--- src/rtl/bsg_link_pkg.sv ---
// Shared parameters, types and sizing helpers for the link receive path.
package bsg_link_pkg;

  localparam int LINK_CHANNEL_WIDTH    = 8;
  localparam int LINK_NUM_CHANNELS     = 2;
  localparam int LINK_CORE_WIDTH       = 64;
  localparam int LINK_FIFO_DEPTH       = 8;
  localparam int LINK_TOKEN_DECIMATION = 2;

  // One beat across all lanes, lane 0 in the low bits.
  typedef logic [LINK_NUM_CHANNELS*LINK_CHANNEL_WIDTH-1:0] lane_beat_t;

  function automatic int beats_per_word(input int core_width, input int num_channels,
                                        input int channel_width);
    return core_width / (num_channels * channel_width);
  endfunction

  function automatic int ptr_width(input int depth);
    return (depth > 1) ? $clog2(depth) : 1;
  endfunction

endpackage

--- src/rtl/bsg_link_rx_fifo.sv ---
// Word buffer between the SIPO assembler and the core; outputs depend only on flops.
module bsg_link_rx_fifo
  import bsg_link_pkg::*;
#(
  parameter int WIDTH = 64,
  parameter int DEPTH = 8
) (
  input  logic             clk,
  input  logic             rst,
  input  logic             push,
  input  logic [WIDTH-1:0] data_in,
  input  logic             pop,
  output logic             valid,
  output logic [WIDTH-1:0] data_out,
  output logic             full
);

  localparam int PTR_W = ptr_width(DEPTH);

  logic [PTR_W:0]   wr_ptr_q, wr_ptr_d, rd_ptr_q, rd_ptr_d;
  logic [WIDTH-1:0] mem_q [DEPTH];
  logic [WIDTH-1:0] mem_d [DEPTH];
  logic             empty, push_ok, pop_ok;

  // The extra MSB distinguishes full from empty when the index bits match.
  assign empty    = (wr_ptr_q == rd_ptr_q);
  assign full     = (wr_ptr_q[PTR_W] != rd_ptr_q[PTR_W]) &&
                    (wr_ptr_q[PTR_W-1:0] == rd_ptr_q[PTR_W-1:0]);
  assign valid    = !empty;
  assign data_out = mem_q[rd_ptr_q[PTR_W-1:0]];

  assign pop_ok  = pop && !empty;
  assign push_ok = push && (!full || pop_ok);

  always_comb begin
    mem_d    = mem_q;
    wr_ptr_d = wr_ptr_q;
    rd_ptr_d = rd_ptr_q;
    if (push_ok) begin
      mem_d[wr_ptr_q[PTR_W-1:0]] = data_in;
      wr_ptr_d = wr_ptr_q + (PTR_W+1)'(1);
    end
    if (pop_ok) begin
      rd_ptr_d = rd_ptr_q + (PTR_W+1)'(1);
    end
  end

  always_ff @(posedge clk) begin
    if (rst) begin
      wr_ptr_q <= '0;
      rd_ptr_q <= '0;
      mem_q    <= '{default: '0};
    end else begin
      wr_ptr_q <= wr_ptr_d;
      rd_ptr_q <= rd_ptr_d;
      mem_q    <= mem_d;
    end
  end

endmodule

--- src/rtl/bsg_link_sdr_downstream_sipo.sv ---
// Link receive path: reassembles lane beats into core words, buffers them, and
// returns one credit token per TOKEN_DECIMATION words consumed by the core.
module bsg_link_sdr_downstream_sipo
  import bsg_link_pkg::*;
#(
  parameter int CHANNEL_WIDTH    = LINK_CHANNEL_WIDTH,
  parameter int NUM_CHANNELS     = LINK_NUM_CHANNELS,
  parameter int CORE_WIDTH       = LINK_CORE_WIDTH,
  parameter int FIFO_DEPTH       = LINK_FIFO_DEPTH,
  parameter int TOKEN_DECIMATION = LINK_TOKEN_DECIMATION
) (
  input  logic                                  clk,
  input  logic                                  rst,
  input  logic [NUM_CHANNELS-1:0]               io_valid_i,
  input  logic [NUM_CHANNELS*CHANNEL_WIDTH-1:0] io_data_i,
  output logic                                  io_token_o,
  output logic                                  core_valid_o,
  output logic [CORE_WIDTH-1:0]                 core_data_o,
  input  logic                                  core_ready_i,
  output logic                                  lane_err_o,
  output logic                                  overflow_o
);

  localparam int BEAT_BITS = NUM_CHANNELS * CHANNEL_WIDTH;
  localparam int BEATS     = beats_per_word(CORE_WIDTH, NUM_CHANNELS, CHANNEL_WIDTH);
  localparam int BEAT_W    = ptr_width(BEATS);
  localparam int TOK_W     = ptr_width(TOKEN_DECIMATION);

  logic [BEAT_W-1:0]     beat_ctr_q, beat_ctr_d;
  logic [CORE_WIDTH-1:0] asm_q, asm_d;
  logic [TOK_W-1:0]      tok_ctr_q, tok_ctr_d;
  logic                  token_q, token_d;
  logic                  lane_err_q, lane_err_d;
  logic                  overflow_q, overflow_d;
  logic                  all_valid, partial, last_beat, push, pop, fifo_full;

  assign all_valid = &io_valid_i;
  assign partial   = (|io_valid_i) && !all_valid;
  assign last_beat = (beat_ctr_q == BEAT_W'(BEATS - 1));
  assign push      = all_valid && last_beat;
  assign pop       = core_valid_o && core_ready_i;

  // asm_d already holds the final beat, so the FIFO is written from it directly.
  always_comb begin
    asm_d      = asm_q;
    beat_ctr_d = beat_ctr_q;
    tok_ctr_d  = tok_ctr_q;
    token_d    = 1'b0;
    lane_err_d = lane_err_q | partial;
    overflow_d = overflow_q | (push && fifo_full && !pop);
    if (all_valid) begin
      for (int k = 0; k < BEATS; k++) begin
        if (beat_ctr_q == BEAT_W'(k)) begin
          asm_d[k*BEAT_BITS +: BEAT_BITS] = io_data_i;
        end
      end
      beat_ctr_d = last_beat ? '0 : beat_ctr_q + BEAT_W'(1);
    end
    if (pop) begin
      if (tok_ctr_q == TOK_W'(TOKEN_DECIMATION - 1)) begin
        tok_ctr_d = '0;
        token_d   = 1'b1;
      end else begin
        tok_ctr_d = tok_ctr_q + TOK_W'(1);
      end
    end
  end

  always_ff @(posedge clk) begin
    if (rst) begin
      beat_ctr_q <= '0;
      asm_q      <= '0;
      tok_ctr_q  <= '0;
      token_q    <= 1'b0;
      lane_err_q <= 1'b0;
      overflow_q <= 1'b0;
    end else begin
      beat_ctr_q <= beat_ctr_d;
      asm_q      <= asm_d;
      tok_ctr_q  <= tok_ctr_d;
      token_q    <= token_d;
      lane_err_q <= lane_err_d;
      overflow_q <= overflow_d;
    end
  end

  bsg_link_rx_fifo #(
    .WIDTH(CORE_WIDTH),
    .DEPTH(FIFO_DEPTH)
  ) u_fifo (
    .clk     (clk),
    .rst     (rst),
    .push    (push),
    .data_in (asm_d),
    .pop     (core_ready_i),
    .valid   (core_valid_o),
    .data_out(core_data_o),
    .full    (fifo_full)
  );

  assign io_token_o = token_q;
  assign lane_err_o = lane_err_q;
  assign overflow_o = overflow_q;

endmodule

--- config.mk ---
export PLATFORM = sky130hd
export DESIGN_NAME = bsg_link_sdr_downstream_sipo
export DESIGN_NICKNAME = d
export VERILOG_FILES = /design/src/rtl/bsg_link_pkg.sv /design/src/rtl/bsg_link_rx_fifo.sv /design/src/rtl/bsg_link_sdr_downstream_sipo.sv
export SDC_FILE = /design/constraint.sdc
export NUM_CORES = 1
export LEC_CHECK = 0
export CAP_MARGIN = 15
export CORE_UTILIZATION = 35
export CTS_BUF_LIST = sky130_fd_sc_hd__clkbuf_4
export DETAILED_ROUTE_END_ITERATION = 12
export PLACE_DENSITY = 0.56
export SLEW_MARGIN = 20
export SYNTH_ARGS = -nofsm -noshare
export SYNTH_HDL_FRONTEND = slang
export SYNTH_SLANG_ARGS = --single-unit
export TNS_END_PERCENT = 10
--- constraint.sdc ---
create_clock -name clk -period 2.25 [get_ports clk]
set_clock_uncertainty 0.05 [all_clocks]
set_input_delay 0.675 -clock clk [delete_from_list [all_inputs] [get_ports clk]]
set_output_delay 0.675 -clock clk [all_outputs]
set_load 0.02 [all_outputs]
Yosys cells after proc, flatten, opt, wreduce, memory -nomap -nowiden

Cells that the tools add are included.

$add $sub $neg: 4
$mul: 0
Divide/modulo/power cells: 0
Magnitude comparators: 3
Equal/unequal tests: 6
Shift operators: 0
Muxes and demuxes: 14
Bitwise logic cells: 5
Reductions and logical operators: 17

Operators by type and width:

| cell                                                                   | number |
|---|---|
| 512-bit bitwise mux                                                    | 1 |
| 64-bit two-way mux                                                     | 4 |
| 64-bit binary-select mux with 3-bit select                             | 1 |
| 64-bit demux with 3-bit select                                         | 1 |
| 16-bit two-way mux                                                     | 4 |
| 4-bit by 1-bit adder with 4-bit output (second input constant)         | 2 |
| 4-bit >= comparator (second input constant)                            | 2 |
| 1-bit logical AND                                                      | 8 |
| 3-bit NOT with 4-bit output                                            | 2 |
| 2-bit equality test (second input constant)                            | 2 |
| 4-bit equality test                                                    | 1 |
| 1-bit logical NOT                                                      | 4 |
| 4-bit by 1-bit < comparator with 1-bit output (second input constant)  | 1 |
| 2-bit OR reduction                                                     | 2 |
| 3-bit equality test                                                    | 1 |
| 2-bit by 1-bit adder with 2-bit output (second input constant)         | 1 |
| 2-bit by 1-bit equality test with 1-bit output (second input constant) | 1 |
| 2-bit logical NOT                                                      | 1 |
| 1-bit two-way mux                                                      | 2 |
| 2-bit two-way mux                                                      | 1 |
| 1-bit OR                                                               | 2 |
| 2-bit AND reduction                                                    | 1 |
| 1-bit adder (second input constant)                                    | 1 |
| 1-bit logical OR                                                       | 1 |
| other kinds (2)                                                        | 2 |

Register bits: 590
Latch bits: 0
RAM bits: 0
Bits in read-only memories: 0
Input port bits: 21
Output and inout port bits: 68
Logic and storage cells: 65
Memories: 0

Longest topological paths before layout

Depth in word-level cells: 6
Gate-level depth with buffers: 9
Gate-level depth less buffers: 6

By module

A second synthesis with hierarchy kept.

Cells, all modules: 2474
Area total of the unflattened synthesis: 27480.1 um2

Modules (own cells, without submodules):

| module                       | instances | cells each | area an instance (um2) | sequential area each (um2) |
|---|---|---|---|---|
| bsg_link_rx_fifo             | 1         | 2088       | 24212.0                | 10410.0 |
| bsg_link_sdr_downstream_sipo | 1         | 386        | 3268.1                 | 1401.3 |

Worst setup path after synthesis

OpenSTA, ideal clock, no wires.

Kind: reg-to-output
Start: register u_fifo.rd_ptr_q[0]
End: output core_data_o[0]
Data arrival time: 1.750 ns
Required time: 1.525 ns
Path slack: -0.225 ns
Cell stages (with the launch flop): 6
Buffers on the path: 3
Cell sequence: dfxtp_1 buf_2 buf_2 buf_2 mux4_2 mux2_2

Word-level cells in the longest chain between the ends: 4

Ends and longest elaborated chain:

| what                                                  | RTL line                           | RTL |
|---|---|---|
| start: declaration                                    | bsg_link_rx_fifo.sv:20             | `logic [PTR_W:0] wr_ptr_q, wr_ptr_d, rd_ptr_q, rd_ptr_d;` |
| start signal: assignment                              | bsg_link_rx_fifo.sv:55             | `rd_ptr_q <= rd_ptr_d;` |
| 3-bit NOT with 4-bit output (not written as such)     | bsg_link_rx_fifo.sv:30             | `assign data_out = mem_q[rd_ptr_q[PTR_W-1:0]];` |
| 64-bit binary-select mux with 3-bit select            | bsg_link_rx_fifo.sv:30             |  |
| 64-bit two-way mux (not written as such) (2 in a row) | bsg_link_rx_fifo.sv:30             |  |
| end: declaration                                      | bsg_link_sdr_downstream_sipo.sv:18 | `output logic [CORE_WIDTH-1:0] core_data_o,` |

No other way between the ends. The select of a mux whose other input is x is not followed.

Final worst setup path

Start: register u_fifo.rd_ptr_q[0]
End: output core_data_o[48]

The elaborated chain is that of the path after synthesis.

==> impl_metrics.toml <==
[logic_synthesis]
synth.most_common_cell = "dfxtp_1"
synth_edf_count = 0
yosysTopAreaCell = "dfxtp_1"
synthCells = 2391
yosysUniqueCellTypes = 35
synth_top_area_share_pct = 43.2
synth_warnings = 0
synth_nets = 2419
async_reset_ff_share_pct = 0
syn_area_per_cell_um2 = 11.4
synthTopCellsByCount = "dfxtp_1 (590), mux2i_1 (516), nand2b_1 (514)"
ys.flop_type = "dfxtp_1"
netlist_area_um2 = 27400
yosys_register_bits = 590
yosys-top-cells-area = "dfxtp_1 (43%), mux2i_1 (19%), nand2b_1 (12%), mux4_2 (11%), buf_12 (3.0%)"
ys_seq_area_share_pct = 43.2

[timing]
max-slew-margin-rel_pct = 69.3
tns_ns = -116.10
timing.final.ws_setup_ns = -1.26
min_period_ns = 3.51
setup_viol = 498
fin_crit_sh_pct = 156
tightest_slew_ns = 0.460
fmax_mhz = 285
slew_viol_final = 0
hold_viol_final = 0
rsz0062_at_grt = "yes"

[critical_path]
slowest_delay_ns = 0.50
cp-start-kind = "flop"
end_kind = "primary output"
crit_top_cell = "buf_12"
crit_chain = "buf_12, buf_6, buf_12, buf_12, mux4_2, mux2_4, buf_6"
cpMaxStageDelayCell = "mux4_2"
crit_family = "multiplexers"
crit_path_max_fanout = 8
crit_type = "reg2out"
path_buf_inv = 5
crit_required_ns = 1.52
crit_arrival_ns = 2.78

[grt]
overflow = 0
gr-usage-met2_pct = 30.2
grt_pass1_wl_um = 110000
busiest_layer = "met2"
grt_usage_pct = 18.2
grt_max_degree = 88
use_met3_pct = 3.47
grt_pass1_vias = 19400
antenna_found_initial = 1
grtUsageMet1_pct = 23.0

[finish]
fillers = 7284
areaGrowthSynthToFinish_pct = 21.6
fin_cells = 3764
layout-drive-gt1-share_pct = 27.7
regArea_um2 = 11800
fin_util_pct = 43.0
nets = 2640
multi_input_comb_area_um2 = 13900
finalInstanceArea_um2 = 33300

[placed_design]
io_buffers = 88
globalplace.congestion = 0.767
place_inst = 3444
hpwlAfterDp_um = 45200
place_area_um2 = 30600

[clock_network]
cts_buffers = 162
cts_htree_levels = 4
insertion_delay_ns = 0.98
cts_tree = "yes"
clk_pin_slew_ns = 0.06
cts_sinks = 590
clockRootBuffer = "clkbuf_4"
clock_path_buffers = 3

[routing]
drtPass1Iterations = 5
drcViolationCount = 0
drt_iter0_markers = 902
wl_per_cell_um = 19.1
antenna_left = 0
vias = 18200
viasPerCell = 4.83
wirelength_um = 72100

[power_and_ir_drop]
internal-power_uw = 16000
pwr-share-comb_pct = 3.3
p_per_area_nw_per_um2 = 627
pwr-share-clk_pct = 46.5
p_switching_uw = 4920
power_frac_seq_pct = 50.2
switching_share_pct = 23.6
ir_worst_vdd_v = 0.000389
leakage_uw = 0.0158

[outcome]
violations = "negative setup slack"
status = "finished, violations left"

[floorplanning]
boundaryPins = 89
core_um2 = 77500
dieArea_um2 = 79300
fp.dieW_um = 282
rows = 102
die_h_um = 282
start_util_pct = 35.3

[run]
cap_violations = 0

[hold_path]
worstHoldPathType = "in2reg"
[per-stage QoR]
stage | setup WS (ns) | power [uW] | hold WS [ns]
finish | -1.26 | 20900 | 0.380
floorplan | -0.0166 | 11100 | 0.399
global route | -1.39 | 21900 | 0.325
global placement | -0.647 | 11400 | 0.395
CTS | -1.50 | 21300 | 0.234
detailed placement | -0.678 | 11400 | 0.398
[per-layer routing]
layer	vias to the layer above	part of all wire, %
li1	8710	-
met1	9034	46
met2	328	48
met3	126	3.3
met4	0	2.6
met5	-	0
[cells in the final DEF (no fill, tap or decap), types with 19 or more instances in the layout]
cell type        Yosys  final
a21o_1              64     64
nand3_1             66     66
nand2b_1           514    514
buf_4                3     99
dfxtp_1            590    584
mux2_4               0     64
buf_12              41     94
clkbuf_4             0    238
mux4_2             128    128
mux2i_1            516    514
buf_6               14     62
nand2_1             71     70
clkinv_1             0     23
clkdlybuf4s50_1      0     19
inv_1               71     71
[path summary, 6_finish.rpt]
check	from	endpoint	slack [ns]	cells past startpoint
worst max-delay path	u_fifo.rd_ptr_q[0]	core_data_o[48]	-1.26	7
worst min-delay path	io_valid_i[1]	lane_err_o	0.38	4
worst max register to register	u_fifo.rd_ptr_q[0]	u_fifo.mem_q[296]	-0.19	12
worst min register to register	overflow_o	overflow_o	0.41	2
[area by class of cell]
class | instances | area share, %
Timing Repair Buffer | 305 | 11.9
Clock buffer | 238 | 5.37
Multi-Input combinational cell | 1482 | 41.7
Inverter | 71 | 0.801
Antenna cell | 1 | 0.00752
Sequential cell | 590 | 35.5
Clock inverter | 37 | 0.756
Tap cell | 1040 | 3.91
[power by group through the flow]
stage               combinational, uW  clock [uW]  sequential (uW)
detailed placement                685           0            10700
floorplan                         389           0            10700
CTS                               693       10100            10500
global placement                  674           0            10700
finish                            698        9700            10500
global route                      740       10600            10500
[cells by family (layout without fill, tap and decap cells)]
kind of cell | Yosys count | count (layout) | synth area share (%)
muxes | 711 | 711 | 32.2
and+or+nand+nor | 679 | 679 | 14.5
DFF | 590 | 590 | 43.2
buffers and inverters | 319 | 651 | 7.37
AOI/OAI and AO/OA | 79 | 79 | 2.22
adders and majority gates | 7 | 7 | 0.320
xor gates and xnor gates | 6 | 6 | 0.274
other | 0 | 1 | 0
[repair_timing]
action,4_1_cts,5_1_grt
hold endpoints to repair,18,0
pin swaps,8,1
endpoints found under the setup margin,441,501
resized for setup,270,140
gates cloned,3,7
buffers inserted,4,31
hold buffers,1,0
[tightest hold or removal path, stage by stage]
cell             delay, ns
clkdlybuf4s50_1       0.46
ha_2                  0.13
nor2_1                0.04
nor2_1                0.07
[sequential cells by signal (all words and copies together) (netlist names)]
signal,flops
asm_q,64
u_fifo.mem_q,512
u_fifo.wr_ptr_q,4
overflow_o,1
tok_ctr_q,1
lane_err_o,1
io_token_o,1
u_fifo.rd_ptr_q,4
beat_ctr_q,2
Note: power is estimated with default switching activity, not from simulation.
